==> src/rtl/ex_pkg.sv <==
// Shared encodings for the execute stage: ALU, M-extension, branch and
// forwarding selects, plus the multiply/divide sequencer states.
package ex_pkg;

    localparam int DEFAULT_XLEN = 32;

    localparam logic [3:0] ALU_ADD   = 4'b0000;
    localparam logic [3:0] ALU_SUB   = 4'b0001;
    localparam logic [3:0] ALU_SLL   = 4'b0010;
    localparam logic [3:0] ALU_SLT   = 4'b0011;
    localparam logic [3:0] ALU_SLTU  = 4'b0100;
    localparam logic [3:0] ALU_XOR   = 4'b0101;
    localparam logic [3:0] ALU_SRL   = 4'b0110;
    localparam logic [3:0] ALU_SRA   = 4'b0111;
    localparam logic [3:0] ALU_OR    = 4'b1000;
    localparam logic [3:0] ALU_AND   = 4'b1001;
    localparam logic [3:0] ALU_LUI   = 4'b1010;
    localparam logic [3:0] ALU_AUIPC = 4'b1011;

    localparam logic [2:0] MD_MUL    = 3'b000;
    localparam logic [2:0] MD_MULH   = 3'b001;
    localparam logic [2:0] MD_MULHSU = 3'b010;
    localparam logic [2:0] MD_MULHU  = 3'b011;
    localparam logic [2:0] MD_DIV    = 3'b100;
    localparam logic [2:0] MD_DIVU   = 3'b101;
    localparam logic [2:0] MD_REM    = 3'b110;
    localparam logic [2:0] MD_REMU   = 3'b111;

    localparam logic [2:0] BR_EQ  = 3'b000;
    localparam logic [2:0] BR_NE  = 3'b001;
    localparam logic [2:0] BR_LT  = 3'b100;
    localparam logic [2:0] BR_GE  = 3'b101;
    localparam logic [2:0] BR_LTU = 3'b110;
    localparam logic [2:0] BR_GEU = 3'b111;

    localparam logic [1:0] FWD_REG   = 2'b00;
    localparam logic [1:0] FWD_MEMWB = 2'b01;
    localparam logic [1:0] FWD_EXMEM = 2'b10;

    typedef enum logic [1:0] {
        ST_IDLE = 2'd0,
        ST_MUL  = 2'd1,
        ST_DIV  = 2'd2,
        ST_DONE = 2'd3
    } md_state_e;

endpackage

==> src/rtl/muldiv_unit.sv <==
// Multi-cycle RV32M/RV64M unit: latency-counted multiplier and a restoring
// divider on magnitudes with sign fix-up applied when the result is presented.
module muldiv_unit
    import ex_pkg::*;
#(
    parameter int XLEN        = DEFAULT_XLEN,
    parameter int MUL_LATENCY = 2
) (
    input  logic            clk,
    input  logic            rst_n,
    input  logic            start_i,
    input  logic            flush_i,
    input  logic [2:0]      op_i,
    input  logic [XLEN-1:0] a_i,
    input  logic [XLEN-1:0] b_i,
    output logic            ready_o,
    output logic            done_o,
    output logic [XLEN-1:0] result_o
);

    localparam int CMAX = (XLEN > MUL_LATENCY) ? XLEN : MUL_LATENCY;
    localparam int CW   = $clog2(CMAX + 1);

    md_state_e         state_q, state_d;
    logic [CW-1:0]     cnt_q, cnt_d;

    logic [2:0]        op_q;
    logic [XLEN-1:0]   a_q, b_q;
    logic [XLEN-1:0]   quo_q, rem_q, div_q;
    logic              negq_q, negr_q;

    logic              sgn, is_rem, div_zero, div_ovf;
    logic [XLEN-1:0]   abs_a, abs_b;
    logic [XLEN:0]     rem_sh, diff;
    logic [XLEN-1:0]   iter_rem, iter_quo;
    logic              a_sgn, b_sgn;
    logic [2*XLEN-1:0] ext_a, ext_b, prod;

    assign sgn      = ~op_q[0];
    assign is_rem   = op_q[1];
    assign div_zero = (b_q == '0);
    assign div_ovf  = sgn && (a_q == {1'b1, {(XLEN-1){1'b0}}}) && (b_q == '1);
    assign abs_a    = (sgn && a_q[XLEN-1]) ? (~a_q + 1'b1) : a_q;
    assign abs_b    = (sgn && b_q[XLEN-1]) ? (~b_q + 1'b1) : b_q;

    // One restoring step: shift in the next dividend bit, keep the difference if it did not borrow.
    assign rem_sh   = {rem_q, quo_q[XLEN-1]};
    assign diff     = rem_sh - {1'b0, div_q};
    assign iter_rem = diff[XLEN] ? rem_sh[XLEN-1:0] : diff[XLEN-1:0];
    assign iter_quo = {quo_q[XLEN-2:0], ~diff[XLEN]};

    assign a_sgn = (op_q == MD_MULH) || (op_q == MD_MULHSU);
    assign b_sgn = (op_q == MD_MULH);
    assign ext_a = {{XLEN{a_sgn & a_q[XLEN-1]}}, a_q};
    assign ext_b = {{XLEN{b_sgn & b_q[XLEN-1]}}, b_q};
    assign prod  = ext_a * ext_b;

    assign ready_o = (state_q == ST_IDLE) || (state_q == ST_DONE);
    assign done_o  = (state_q == ST_DONE);

    always_comb begin
        result_o = '0;
        if (op_q[2]) begin
            if (is_rem) result_o = negr_q ? (~rem_q + 1'b1) : rem_q;
            else        result_o = negq_q ? (~quo_q + 1'b1) : quo_q;
        end else if (op_q == MD_MUL) begin
            result_o = prod[XLEN-1:0];
        end else begin
            result_o = prod[2*XLEN-1:XLEN];
        end
    end

    always_comb begin
        state_d = state_q;
        cnt_d   = cnt_q;
        case (state_q)
            ST_IDLE, ST_DONE: begin
                state_d = ST_IDLE;
                if (start_i) begin
                    cnt_d = '0;
                    if (op_i[2])               state_d = ST_DIV;
                    else if (MUL_LATENCY <= 1) state_d = ST_DONE;
                    else                       state_d = ST_MUL;
                end
            end
            ST_MUL: begin
                cnt_d = cnt_q + 1'b1;
                if (int'(cnt_q) >= MUL_LATENCY - 2) state_d = ST_DONE;
            end
            ST_DIV: begin
                cnt_d = cnt_q + 1'b1;
                if (cnt_q == '0) begin
                    if (div_zero || div_ovf) state_d = ST_DONE;
                end else if (cnt_q == CW'(XLEN)) begin
                    state_d = ST_DONE;
                end
            end
            default: state_d = ST_IDLE;
        endcase
        if (flush_i) state_d = ST_IDLE;
    end

    always_ff @(posedge clk or negedge rst_n) begin
        if (!rst_n) begin
            state_q <= ST_IDLE;
            cnt_q   <= '0;
        end else begin
            state_q <= state_d;
            cnt_q   <= cnt_d;
        end
    end

    // Count 0 of DIV prepares magnitudes (or the special-case result); counts 1..XLEN iterate.
    always_ff @(posedge clk) begin
        if (start_i) begin
            op_q <= op_i;
            a_q  <= a_i;
            b_q  <= b_i;
        end else if (state_q == ST_DIV) begin
            if (cnt_q == '0) begin
                if (div_zero) begin
                    quo_q  <= '1;
                    rem_q  <= a_q;
                    negq_q <= 1'b0;
                    negr_q <= 1'b0;
                end else if (div_ovf) begin
                    quo_q  <= a_q;
                    rem_q  <= '0;
                    negq_q <= 1'b0;
                    negr_q <= 1'b0;
                end else begin
                    quo_q  <= abs_a;
                    rem_q  <= '0;
                    div_q  <= abs_b;
                    negq_q <= sgn & (a_q[XLEN-1] ^ b_q[XLEN-1]);
                    negr_q <= sgn & a_q[XLEN-1];
                end
            end else begin
                quo_q <= iter_quo;
                rem_q <= iter_rem;
            end
        end
    end

endmodule

==> src/rtl/ex_stage_m.sv <==
// Execute stage: forwarding muxes, ALU, branch comparator and registered
// results; M-extension ops are handed to muldiv_unit and stall the front end.
module ex_stage_m
    import ex_pkg::*;
#(
    parameter int XLEN        = DEFAULT_XLEN,
    parameter int MUL_LATENCY = 2
) (
    input  logic            clk,
    input  logic            rst_n,
    input  logic            in_valid,
    output logic            in_ready,
    input  logic [XLEN-1:0] pc,
    input  logic [XLEN-1:0] rs1_data,
    input  logic [XLEN-1:0] rs2_data,
    input  logic [XLEN-1:0] imm,
    input  logic [3:0]      alu_op,
    input  logic            alu_src,
    input  logic            md_en,
    input  logic [2:0]      md_op,
    input  logic            branch,
    input  logic [2:0]      br_funct,
    input  logic [1:0]      forward_a,
    input  logic [1:0]      forward_b,
    input  logic [XLEN-1:0] ex_mem_alu_result,
    input  logic [XLEN-1:0] mem_wb_result,
    input  logic            flush,
    output logic            out_valid,
    output logic [XLEN-1:0] alu_result,
    output logic            zero_flag,
    output logic [XLEN-1:0] branch_target,
    output logic            branch_taken,
    output logic            stall
);

    localparam int SHW = $clog2(XLEN);

    function automatic logic [XLEN-1:0] fwd_sel(input logic [1:0] sel,
                                                input logic [XLEN-1:0] reg_v,
                                                input logic [XLEN-1:0] exm_v,
                                                input logic [XLEN-1:0] mwb_v);
        case (sel)
            FWD_EXMEM: return exm_v;
            FWD_MEMWB: return mwb_v;
            default:   return reg_v;
        endcase
    endfunction

    logic            accept, md_start, md_ready, md_done;
    logic [XLEN-1:0] md_result;
    logic [XLEN-1:0] op_a, rs2_fwd, op_b;

    logic            vld_p0;
    logic [XLEN-1:0] a_p0, b_p0, rs2_p0, tgt_p0;
    logic [3:0]      alu_op_p0;
    logic            branch_p0;
    logic [2:0]      br_funct_p0;

    logic [XLEN-1:0] alu_res;
    logic [SHW-1:0]  shamt;
    logic            eq, lt_s, lt_u, cond;

    logic            out_valid_q, zero_q, taken_q;
    logic [XLEN-1:0] result_q, target_q;

    assign in_ready = md_ready;
    assign stall    = in_valid & ~in_ready;
    assign accept   = in_valid & in_ready & ~flush;
    assign md_start = accept & md_en;

    assign op_a    = fwd_sel(forward_a, rs1_data, ex_mem_alu_result, mem_wb_result);
    assign rs2_fwd = fwd_sel(forward_b, rs2_data, ex_mem_alu_result, mem_wb_result);
    assign op_b    = (alu_src && !md_en) ? imm : rs2_fwd;

    muldiv_unit #(
        .XLEN        (XLEN),
        .MUL_LATENCY (MUL_LATENCY)
    ) u_muldiv (
        .clk      (clk),
        .rst_n    (rst_n),
        .start_i  (md_start),
        .flush_i  (flush),
        .op_i     (md_op),
        .a_i      (op_a),
        .b_i      (rs2_fwd),
        .ready_o  (md_ready),
        .done_o   (md_done),
        .result_o (md_result)
    );

    // Stage p0: operands resolved and latched at acceptance
    always_ff @(posedge clk or negedge rst_n) begin
        if (!rst_n) vld_p0 <= 1'b0;
        else        vld_p0 <= accept & ~md_en;
    end

    always_ff @(posedge clk) begin
        if (accept) begin
            a_p0        <= op_a;
            b_p0        <= op_b;
            rs2_p0      <= rs2_fwd;
            tgt_p0      <= pc + imm;
            alu_op_p0   <= alu_op;
            branch_p0   <= branch;
            br_funct_p0 <= br_funct;
        end
    end

    assign shamt = b_p0[SHW-1:0];
    assign eq    = (a_p0 == rs2_p0);
    assign lt_s  = ($signed(a_p0) < $signed(rs2_p0));
    assign lt_u  = (a_p0 < rs2_p0);

    always_comb begin
        alu_res = '0;
        case (alu_op_p0)
            ALU_ADD:   alu_res = a_p0 + b_p0;
            ALU_SUB:   alu_res = a_p0 - b_p0;
            ALU_SLL:   alu_res = a_p0 << shamt;
            ALU_SLT:   alu_res = {{(XLEN-1){1'b0}}, ($signed(a_p0) < $signed(b_p0))};
            ALU_SLTU:  alu_res = {{(XLEN-1){1'b0}}, (a_p0 < b_p0)};
            ALU_XOR:   alu_res = a_p0 ^ b_p0;
            ALU_SRL:   alu_res = a_p0 >> shamt;
            ALU_SRA:   alu_res = $signed(a_p0) >>> shamt;
            ALU_OR:    alu_res = a_p0 | b_p0;
            ALU_AND:   alu_res = a_p0 & b_p0;
            ALU_LUI:   alu_res = b_p0;
            ALU_AUIPC: alu_res = tgt_p0;
            default:   alu_res = '0;
        endcase
    end

    always_comb begin
        cond = 1'b0;
        case (br_funct_p0)
            BR_EQ:   cond = eq;
            BR_NE:   cond = ~eq;
            BR_LT:   cond = lt_s;
            BR_GE:   cond = ~lt_s;
            BR_LTU:  cond = lt_u;
            BR_GEU:  cond = ~lt_u;
            default: cond = 1'b0;
        endcase
    end

    // Stage p1: result registers, written by either the ALU path or a finished MD op
    always_ff @(posedge clk or negedge rst_n) begin
        if (!rst_n) begin
            out_valid_q <= 1'b0;
            result_q    <= '0;
            zero_q      <= 1'b0;
            target_q    <= '0;
            taken_q     <= 1'b0;
        end else begin
            out_valid_q <= 1'b0;
            if (!flush) begin
                if (vld_p0) begin
                    out_valid_q <= 1'b1;
                    result_q    <= alu_res;
                    zero_q      <= (alu_res == '0);
                    target_q    <= tgt_p0;
                    taken_q     <= branch_p0 & cond;
                end else if (md_done) begin
                    out_valid_q <= 1'b1;
                    result_q    <= md_result;
                    zero_q      <= (md_result == '0);
                    target_q    <= tgt_p0;
                    taken_q     <= 1'b0;
                end
            end
        end
    end

    assign out_valid     = out_valid_q;
    assign alu_result    = result_q;
    assign zero_flag     = zero_q;
    assign branch_target = target_q;
    assign branch_taken  = taken_q;

endmodule

==> config.mk <==
export PLATFORM = sky130hd
export DESIGN_NAME = ex_stage_m
export DESIGN_NICKNAME = d
export VERILOG_FILES = /design/src/rtl/ex_pkg.sv /design/src/rtl/muldiv_unit.sv /design/src/rtl/ex_stage_m.sv
export SDC_FILE = /design/constraint.sdc
export NUM_CORES = 2
export LEC_CHECK = 0
export CELL_PAD_IN_SITES_DETAIL_PLACEMENT = 1
export CELL_PAD_IN_SITES_GLOBAL_PLACEMENT = 2
export CORE_MARGIN = 2
export CORE_UTILIZATION = 44
export CTS_BUF_LIST = sky130_fd_sc_hd__clkbuf_4
export DETAILED_ROUTE_END_ITERATION = 8
export PLACE_DENSITY_LB_ADDON = 0.3
export SETUP_SLACK_MARGIN = 0.15
export SYNTH_ARGS = -nofsm -noshare
export SYNTH_HDL_FRONTEND = slang
export SYNTH_SLANG_ARGS = --single-unit
==> constraint.sdc <==
create_clock -name clk -period 15.85 [get_ports clk]
set_input_delay 4.755 -clock clk [delete_from_list [all_inputs] [get_ports clk]]
set_output_delay 4.755 -clock clk [all_outputs]
set_load 0.01 [all_outputs]
# [After elaboration in Yosys (flattened, before gate mapping)]
# Index checks and enable logic that the tools add are counted.
[classes] n_addsub=9 n_mul=1 order_cmp=4 eq_ne=32 shift=3 mux=38 bitwise=29 n_reduce_logical=26
[op_table] op="two-way mux 32 bit" n=18
[op_table] op="case mux 32 bit (12 select lines)" n=1
[op_table] op="adder 32 x 1 -> 32 bit, second input constant" n=4
[op_table] op="less-than comparator 32 bit" n=4
[op_table] op="inverter 32 bit" n=4
[op_table] op="case mux 32 bit (2 select lines)" n=2
[op_table] op="logical NOT 32 bit" n=3
[op_table] op="adder 32 bit" n=2
[op_table] op="== test 32 bit, second input constant" n=2
[op_table] op="multiplier 33 x 33 -> 64 bit" n=1
[op_table] op="subtractor 33 x 32 -> 33 bit" n=1
[op_table] op="AND 32 bit" n=1
[op_table] op="== test 32 bit" n=1
[op_table] op="bitwise OR 32 bit" n=1
[op_table] op="<< shifter 32 x 5 -> 32 bit" n=1
[op_table] op=">> shifter 32 x 5 -> 32 bit" n=1
[op_table] op=">>> shifter 32 x 5 -> 32 bit" n=1
[op_table] op="subtractor 32 bit" n=1
[op_table] op="bitwise XOR 32 bit" n=1
[op_table] op="== test 4 x 3 -> 1 bit, second input constant" n=4
[op_table] op="== test 4 bit, second input constant" n=4
[op_table] op="== test 3 bit, second input constant" n=4
[op_table] op="two-way mux 2 bit" n=6
[op_table] op="case mux 6 bit (2 select lines)" n=1
[op_table] op="other kinds (30)" n=73
[totals] regBits=377 in_bits=213 out_inout_bits=69 elab_cells=165

# [Logic depth before layout (Yosys ltp)]
[logic_depth] depth_word=9 depth_mapped=39 depth_no_buf=33

# [Hierarchy]
# A second synthesis with hierarchy kept.
[unflattened] hier_cells=7966 area_unflattened_um2=71120.7
[by_module_without_submodules] module="muldiv_unit" n_inst=1 cells_per_inst=5505 area_each_um2=49686.4 seq_area_each_um2=5154.9
[by_module_without_submodules] module="ex_stage_m" n_inst=1 cells_per_inst=2461 area_each_um2=21434.3 seq_area_each_um2=5785.5

# [Worst setup path before layout]
# No wires, ideal clock.
[synth_path] path_type="input -> register" startpoint="input port flush" endpoint="register u_muldiv.state_q[1]" setup_time_ns=0.078 arrival_ns=13.738 t_required_ns=15.772 slack_ns=2.035 stages=7 path_buffers=1 cell_sequence="clkbuf_1 -> nor2_1 -> nand2_1 -> inv_1 -> nand2_1 -> a21o_1 -> a21oi_1"
[synth_via] elab_chain_cells=6 word_cells_on_any_way=9 cone_classes="eq/ne: 2; mux: 3; bitwise: 3; reduce/logical: 1"
[synth_lines] item="start: declaration" line_no="ex_stage_m.sv:27" source="input logic flush,"
[synth_lines] item="inverter 1 bit (no source line)"
[synth_lines] item="AND 1 bit" line_no="ex_stage_m.sv:68" source="assign accept = in_valid & in_ready & ~flush;"
[synth_lines] item="named net accept" line_no="ex_stage_m.sv:49" source="logic accept, md_start, md_ready, md_done;"
[synth_lines] item="AND 1 bit" line_no="ex_stage_m.sv:69" source="assign md_start = accept & md_en;"
[synth_lines] item="named net md_start" line_no="ex_stage_m.sv:49"
[synth_lines] item="two-way mux 2 bit" line_no="muldiv_unit.sv:79" source="if (start_i) begin"
[synth_lines] item="case mux 2 bit (3 select lines)" line_no="muldiv_unit.sv:76" source="case (state_q)"
[synth_lines] item="two-way mux 2 bit" line_no="muldiv_unit.sv:100" source="if (flush_i) state_d = ST_IDLE;"
[synth_lines] item="end signal: assignment" line_no="muldiv_unit.sv:108" source="state_q <= state_d;"
[synth_lines] item="end: declaration" line_no="muldiv_unit.sv:24" source="md_state_e state_q, state_d;"
# The timed path passes the listed nets, and every way through them passes these cells.
# A chain may end at the register's enable or synchronous reset.

# [Final worst setup path]
[layout_path] startpoint="register u_muldiv.op_q[1]" endpoint="register zero_q (netlist: zero_flag)"
[layout_via] elab_chain_cells=9 word_cells_on_any_way=13 cone_classes="mul: 1; eq/ne: 2; mux: 5; bitwise: 2; reduce/logical: 3"
[layout_lines] item="start: declaration" line_no="muldiv_unit.sv:27" source="logic [2:0] op_q;"
[layout_lines] item="start signal: assignment" line_no="muldiv_unit.sv:116" source="op_q <= op_i;"
[layout_lines] item="== test 3 x 1 -> 1 bit or == test 3 x 2 -> 1 bit (tied branches)" line_no="muldiv_unit.sv:52, muldiv_unit.sv:53"
[layout_lines] item="logical OR 1 bit" line_no="muldiv_unit.sv:52" source="assign a_sgn = (op_q == MD_MULH) || (op_q == MD_MULHSU);"
[layout_lines] item="AND 1 bit" line_no="muldiv_unit.sv:54" source="assign ext_a = {{XLEN{a_sgn & a_q[XLEN-1]}}, a_q};"
[layout_lines] item="multiplier 33 x 33 -> 64 bit" line_no="muldiv_unit.sv:56" source="assign prod = ext_a * ext_b;"
[layout_lines] item="two-way mux 32 bit" line_no="muldiv_unit.sv:66" source="end else if (op_q == MD_MUL) begin"
[layout_lines] item="two-way mux 32 bit *" line_no="muldiv_unit.sv:63" source="if (op_q[2]) begin"
[layout_lines] item="logical NOT 32 bit *" line_no="ex_stage_m.sv:166" source="zero_q <= (md_result == '0);"
[layout_lines] item="two-way mux 1 bit *" line_no="ex_stage_m.sv:163" source="end else if (md_done) begin"
[layout_lines] item="two-way mux 1 bit *" line_no="ex_stage_m.sv:157" source="if (vld_p0) begin"
[layout_lines] item="end signal: assignment" line_no="ex_stage_m.sv:160" source="zero_q <= (alu_res == '0);"
[layout_lines] item="end signal: assignment" line_no="ex_stage_m.sv:166"
[layout_lines] item="end: declaration" line_no="ex_stage_m.sv:63" source="logic out_valid_q, zero_q, taken_q;"
# Mark *: on every way between the ends. The rest lies on a longest branch, timed or not. The select of a mux whose other input is x is not followed.

==> metrics.md <==
| Metric | Value |
|---|---|
| Status | `finished with violations` |
| Failing checks | `max-capacitance violations, max-slew violations` |
| Endpoints failing hold | `0` |
| Total clock buffers created by CTS | `105` |
| CTS Root Buffer Type | `sky130_fd_sc_hd__clkbuf_4` |
| Worst min-delay path class | `reg2reg` |
| Total Die Area | `163,000 um^2` |
| DR iter-0 viols | `between 6,000 and 7,000` |
| Post-CTS Setup Repair Bufs | `0` |
| Source-to-sink clock delay at the later pin of the worst-skew pair | `about 1200 ps` |
| Cts hold-fix bufs | `0` |
| Total count of max-transition violations in the final report | `3` |
| Period Utilization, post-route | `70.8%` |
| Accumulated negative setup slack | `0 ps` |
| Worst Setup End Kind | `register` |
| HPWL after detailed placement | `roughly 250,000 um` |
| Number of nets in the layout | `9,810` |
| Synth top area cells | `sky130_fd_sc_hd__fa_1 32%, sky130_fd_sc_hd__edfxtp_1 13%, sky130_fd_sc_hd__ha_1 7.4%` |
| Setup repair after global routing missed its margin | `false` |
| Post-Syn Instances | `between 7,000 and 8,000` |
| Vertical extent of the die | `between 400 and 500 um` |
| Average cell area after synthesis | `between 8 and 9 um^2` |
| Sequential cell area | `around 11,000 um^2` |
| Remaining design rule violation count | `0` |
| Number of antenna violations at the first check in global routing | `29` |
| Number of maximum-capacitance constraint violations | `2` |
| Total via count after detailed routing | `62,500` |
| Register bit count reported by yosys | `~380` |
| Antenna-violating nets left | `0` |
| Async set-reset flop share out of synthesis | `between 20 and 25%` |
| GR Overflow Total | `0` |
| Upper clock frequency limit | `roughly 89 MHz` |
| Clock slew seen by the registers of the worst setup and hold paths | `about 70 ps` |
| Last weighted congestion value of the routability-driven placer | `just over 1` |
| Core region area | `around 160,000 um^2` |
| Row count | `146` |
| Area fraction of the dominant cell type after synthesis | `32.1%` |
| Total number of H-tree levels | `3` |
| Critical path class | `reg2reg` |
| Shortest clock period the worst path allows after layout | `roughly 11,000 ps` |
| Vias in the first global route | `65,300` |
| Cell repeated most along the worst path | `sky130_fd_sc_hd__fa_1` |
| Library cell occupying the most area in the post-synthesis netlist | `sky130_fd_sc_hd__fa_1` |
| Area of the multi-input gates | `52,500 um^2` |
| Maximum clock skew at final layout | `133 ps` |
| Buffers added on ports | `about 280` |
| CP required | `between 15,000 and 20,000 ps` |
| Area overhead of the layout relative to synthesis | `9.37%` |
| Worst setup SP type | `register` |
| Critical-path maximum fanout | `52` |
| Maximum clock insertion buffer count | `3` |
| Most used flip-flop cell after synthesis | `sky130_fd_sc_hd__edfxtp_1` |
| Layout fillers | `approximately 19,000` |
| # resized after CTS | `0` |
| CTS tree | `built` |
| Share of final-layout standard cells stronger than drive strength 1 | `between 6 and 7%` |
| Final setup viols | `0` |
| Horizontal die dimension | `approximately 400 um` |
| First-pass iteration count of the detailed router | `6` |
| Critical path's slowest cell | `sky130_fd_sc_hd__fa_1` |
| Routed length per instance | `31.5 um` |
| Sink count of the clock tree | `377` |
| Global routing usage summed across all routing layers | `approximately 40%` |
| Maximum number of pins on one net before global-route repair | `about 140` |
| Routed wire length | `322,000 um` |
| Synth Cell Area | `slightly above 70,000 um^2` |
| Average vias per placed instance | `approximately 6` |
| Number of distinct library cells after synthesis | `97` |
| Starting density of the core | `between 40% and 50%` |
| Number of I/O pins | `about 280` |
| Headroom to the max-slew limit | `-8.16%` |
| Part of the Yosys area used for sequential elements | `between 15 and 20%` |
| Delay of the slowest cell on the worst path | `slightly below 800 ps` |
| Wire length of the first global-routing pass | `466,000 um` |
| Syn nets | `a little under 10,000` |
| Transition time at the pin with the least slew margin | `~1600 ps` |
| Number of synthesized flops with an enable pin | `approximately 300` |
| Total of warnings raised by yosys | `0` |
| Arr. time, crit path | `between 10,000 and 15,000 ps` |
[area by class of cell]
class,instances,share of cell area [%]
multi-input cells,5708,68.1
flip-flops and latches,377,14.2
inverters,1387,6.76
repair buffers,470,5.51
well taps,2072,3.37
clock buffers,141,1.37
clock inverters,50,0.616
diodes,24,0.0780
[worst paths after layout]
| kind | from | end | slack (ps) | cells after the start |
|---|---|---|---|---|
| worst max-delay path | u_muldiv.op_q[1] | zero_flag | 4630 | 35 |
| worst min-delay path | tgt_p0[7] | branch_target[7] | 450 | 2 |
| worst max register to register | u_muldiv.op_q[1] | zero_flag | 4630 | 35 |
| worst min register to register | tgt_p0[7] | branch_target[7] | 450 | 2 |
| max in group asynchronous | rst_n | u_muldiv.state_q[0] | 10890 | 2 |
| min in group asynchronous | rst_n | branch_target[5] | 3550 | 1 |
[Yosys cell counts, drive strengths merged, types with 9 or more instances]
cell and n:
fa 1129, o22ai 42, a31oi 38, nand2b 40, clkbuf 409, mux4 51
xor2 115, nor3 95, ha 419, nand3b 9, o221ai 16, mux2 56
and2 322, o21ai 354, a211o 11, a21o 58, nor4 38, nor2b 44
a211oi 47, and3 28, o41ai 21, a22oi 95, nand2 1199, or3 38
xnor2 141, a21oi 339, nor4b 10, a221oi 24, or4 23, o21a 33
o2111ai 13, buf 105, nor2 343, o211ai 47, dfrtp 76, nand4 56
mux2i 98, o21bai 20, edfxtp 301, o31ai 46, or2 21, inv 1384
nand3 76
[per-layer routing]
| metal | global-route usage (%) | part of all wire [%] |
|---|---|---|
| met4 | 13.7 | 4.1 |
| met3 | 8.98 | 9.9 |
| met1 | 57.0 | 43 |
| met2 | 58.3 | 43 |
| met5 | 0 | 0.016 |
[critical path: cells and delay by family, from the launching register on]
kind,cells,cell delay (ps)
AO/OA/AOI/OAI,6,1310
buffers and inverters,9,1770
adder cells (fa/ha/maj),9,4890
flip-flops,1,370
AND/OR/NAND/NOR,9,2130
XOR/XNOR,2,590
[logic make-up after synthesis]
family,Yosys count,synth area share (%)
and+or+nand+nor,2378,15.7
adders and majority gates,1548,39.5
xor gates and xnor gates,256,3.18
AOI/OAI and AO/OA,1321,12.0
muxes,205,3.92
DFF,377,15.5
buffers and inverters,1901,10.2
[placed cells by master (no fill, tap or decap), types with 91 or more instances in the layout]
master | synthesis | layout
sky130_fd_sc_hd__a21oi_1 | 339 | 339
sky130_fd_sc_hd__a22oi_1 | 95 | 95
sky130_fd_sc_hd__and2_1 | 322 | 322
sky130_fd_sc_hd__buf_4 | 0 | 189
sky130_fd_sc_hd__clkbuf_4 | 0 | 141
sky130_fd_sc_hd__clkdlybuf4s50_1 | 0 | 280
sky130_fd_sc_hd__edfxtp_1 | 301 | 301
sky130_fd_sc_hd__fa_1 | 1129 | 1129
sky130_fd_sc_hd__ha_1 | 419 | 414
sky130_fd_sc_hd__inv_1 | 1382 | 1381
sky130_fd_sc_hd__mux2i_1 | 98 | 98
sky130_fd_sc_hd__nand2_1 | 1198 | 1198
sky130_fd_sc_hd__nor2_1 | 343 | 339
sky130_fd_sc_hd__nor3_1 | 93 | 91
sky130_fd_sc_hd__o21ai_0 | 349 | 344
sky130_fd_sc_hd__xnor2_1 | 141 | 140
sky130_fd_sc_hd__xor2_1 | 115 | 115
[through the flow]
| step | util, % | worst slack, ps | hold slack [ps] | instance area, um^2 | instances |
|---|---|---|---|---|---|
| 2_1_floorplan | - | 2030 | 435 | 70400 | 7986 |
| 3_3_place_gp | 47.5 | 4820 | 450 | 75400 | 10000 |
| 3_5_place_dp | 47.5 | 4630 | 467 | 75400 | 10000 |
| 4_1_cts | 48.5 | 4610 | 466 | 77000 | 10200 |
| 5_1_grt | 48.5 | 3900 | 510 | 77000 | 10200 |
| 6_report | 48.5 | 4630 | 446 | 77000 | 10200 |
Power is left out: the tool's default activity adds up to more than one toggle a clock period on the data nets, which glitch-free logic cannot reach.
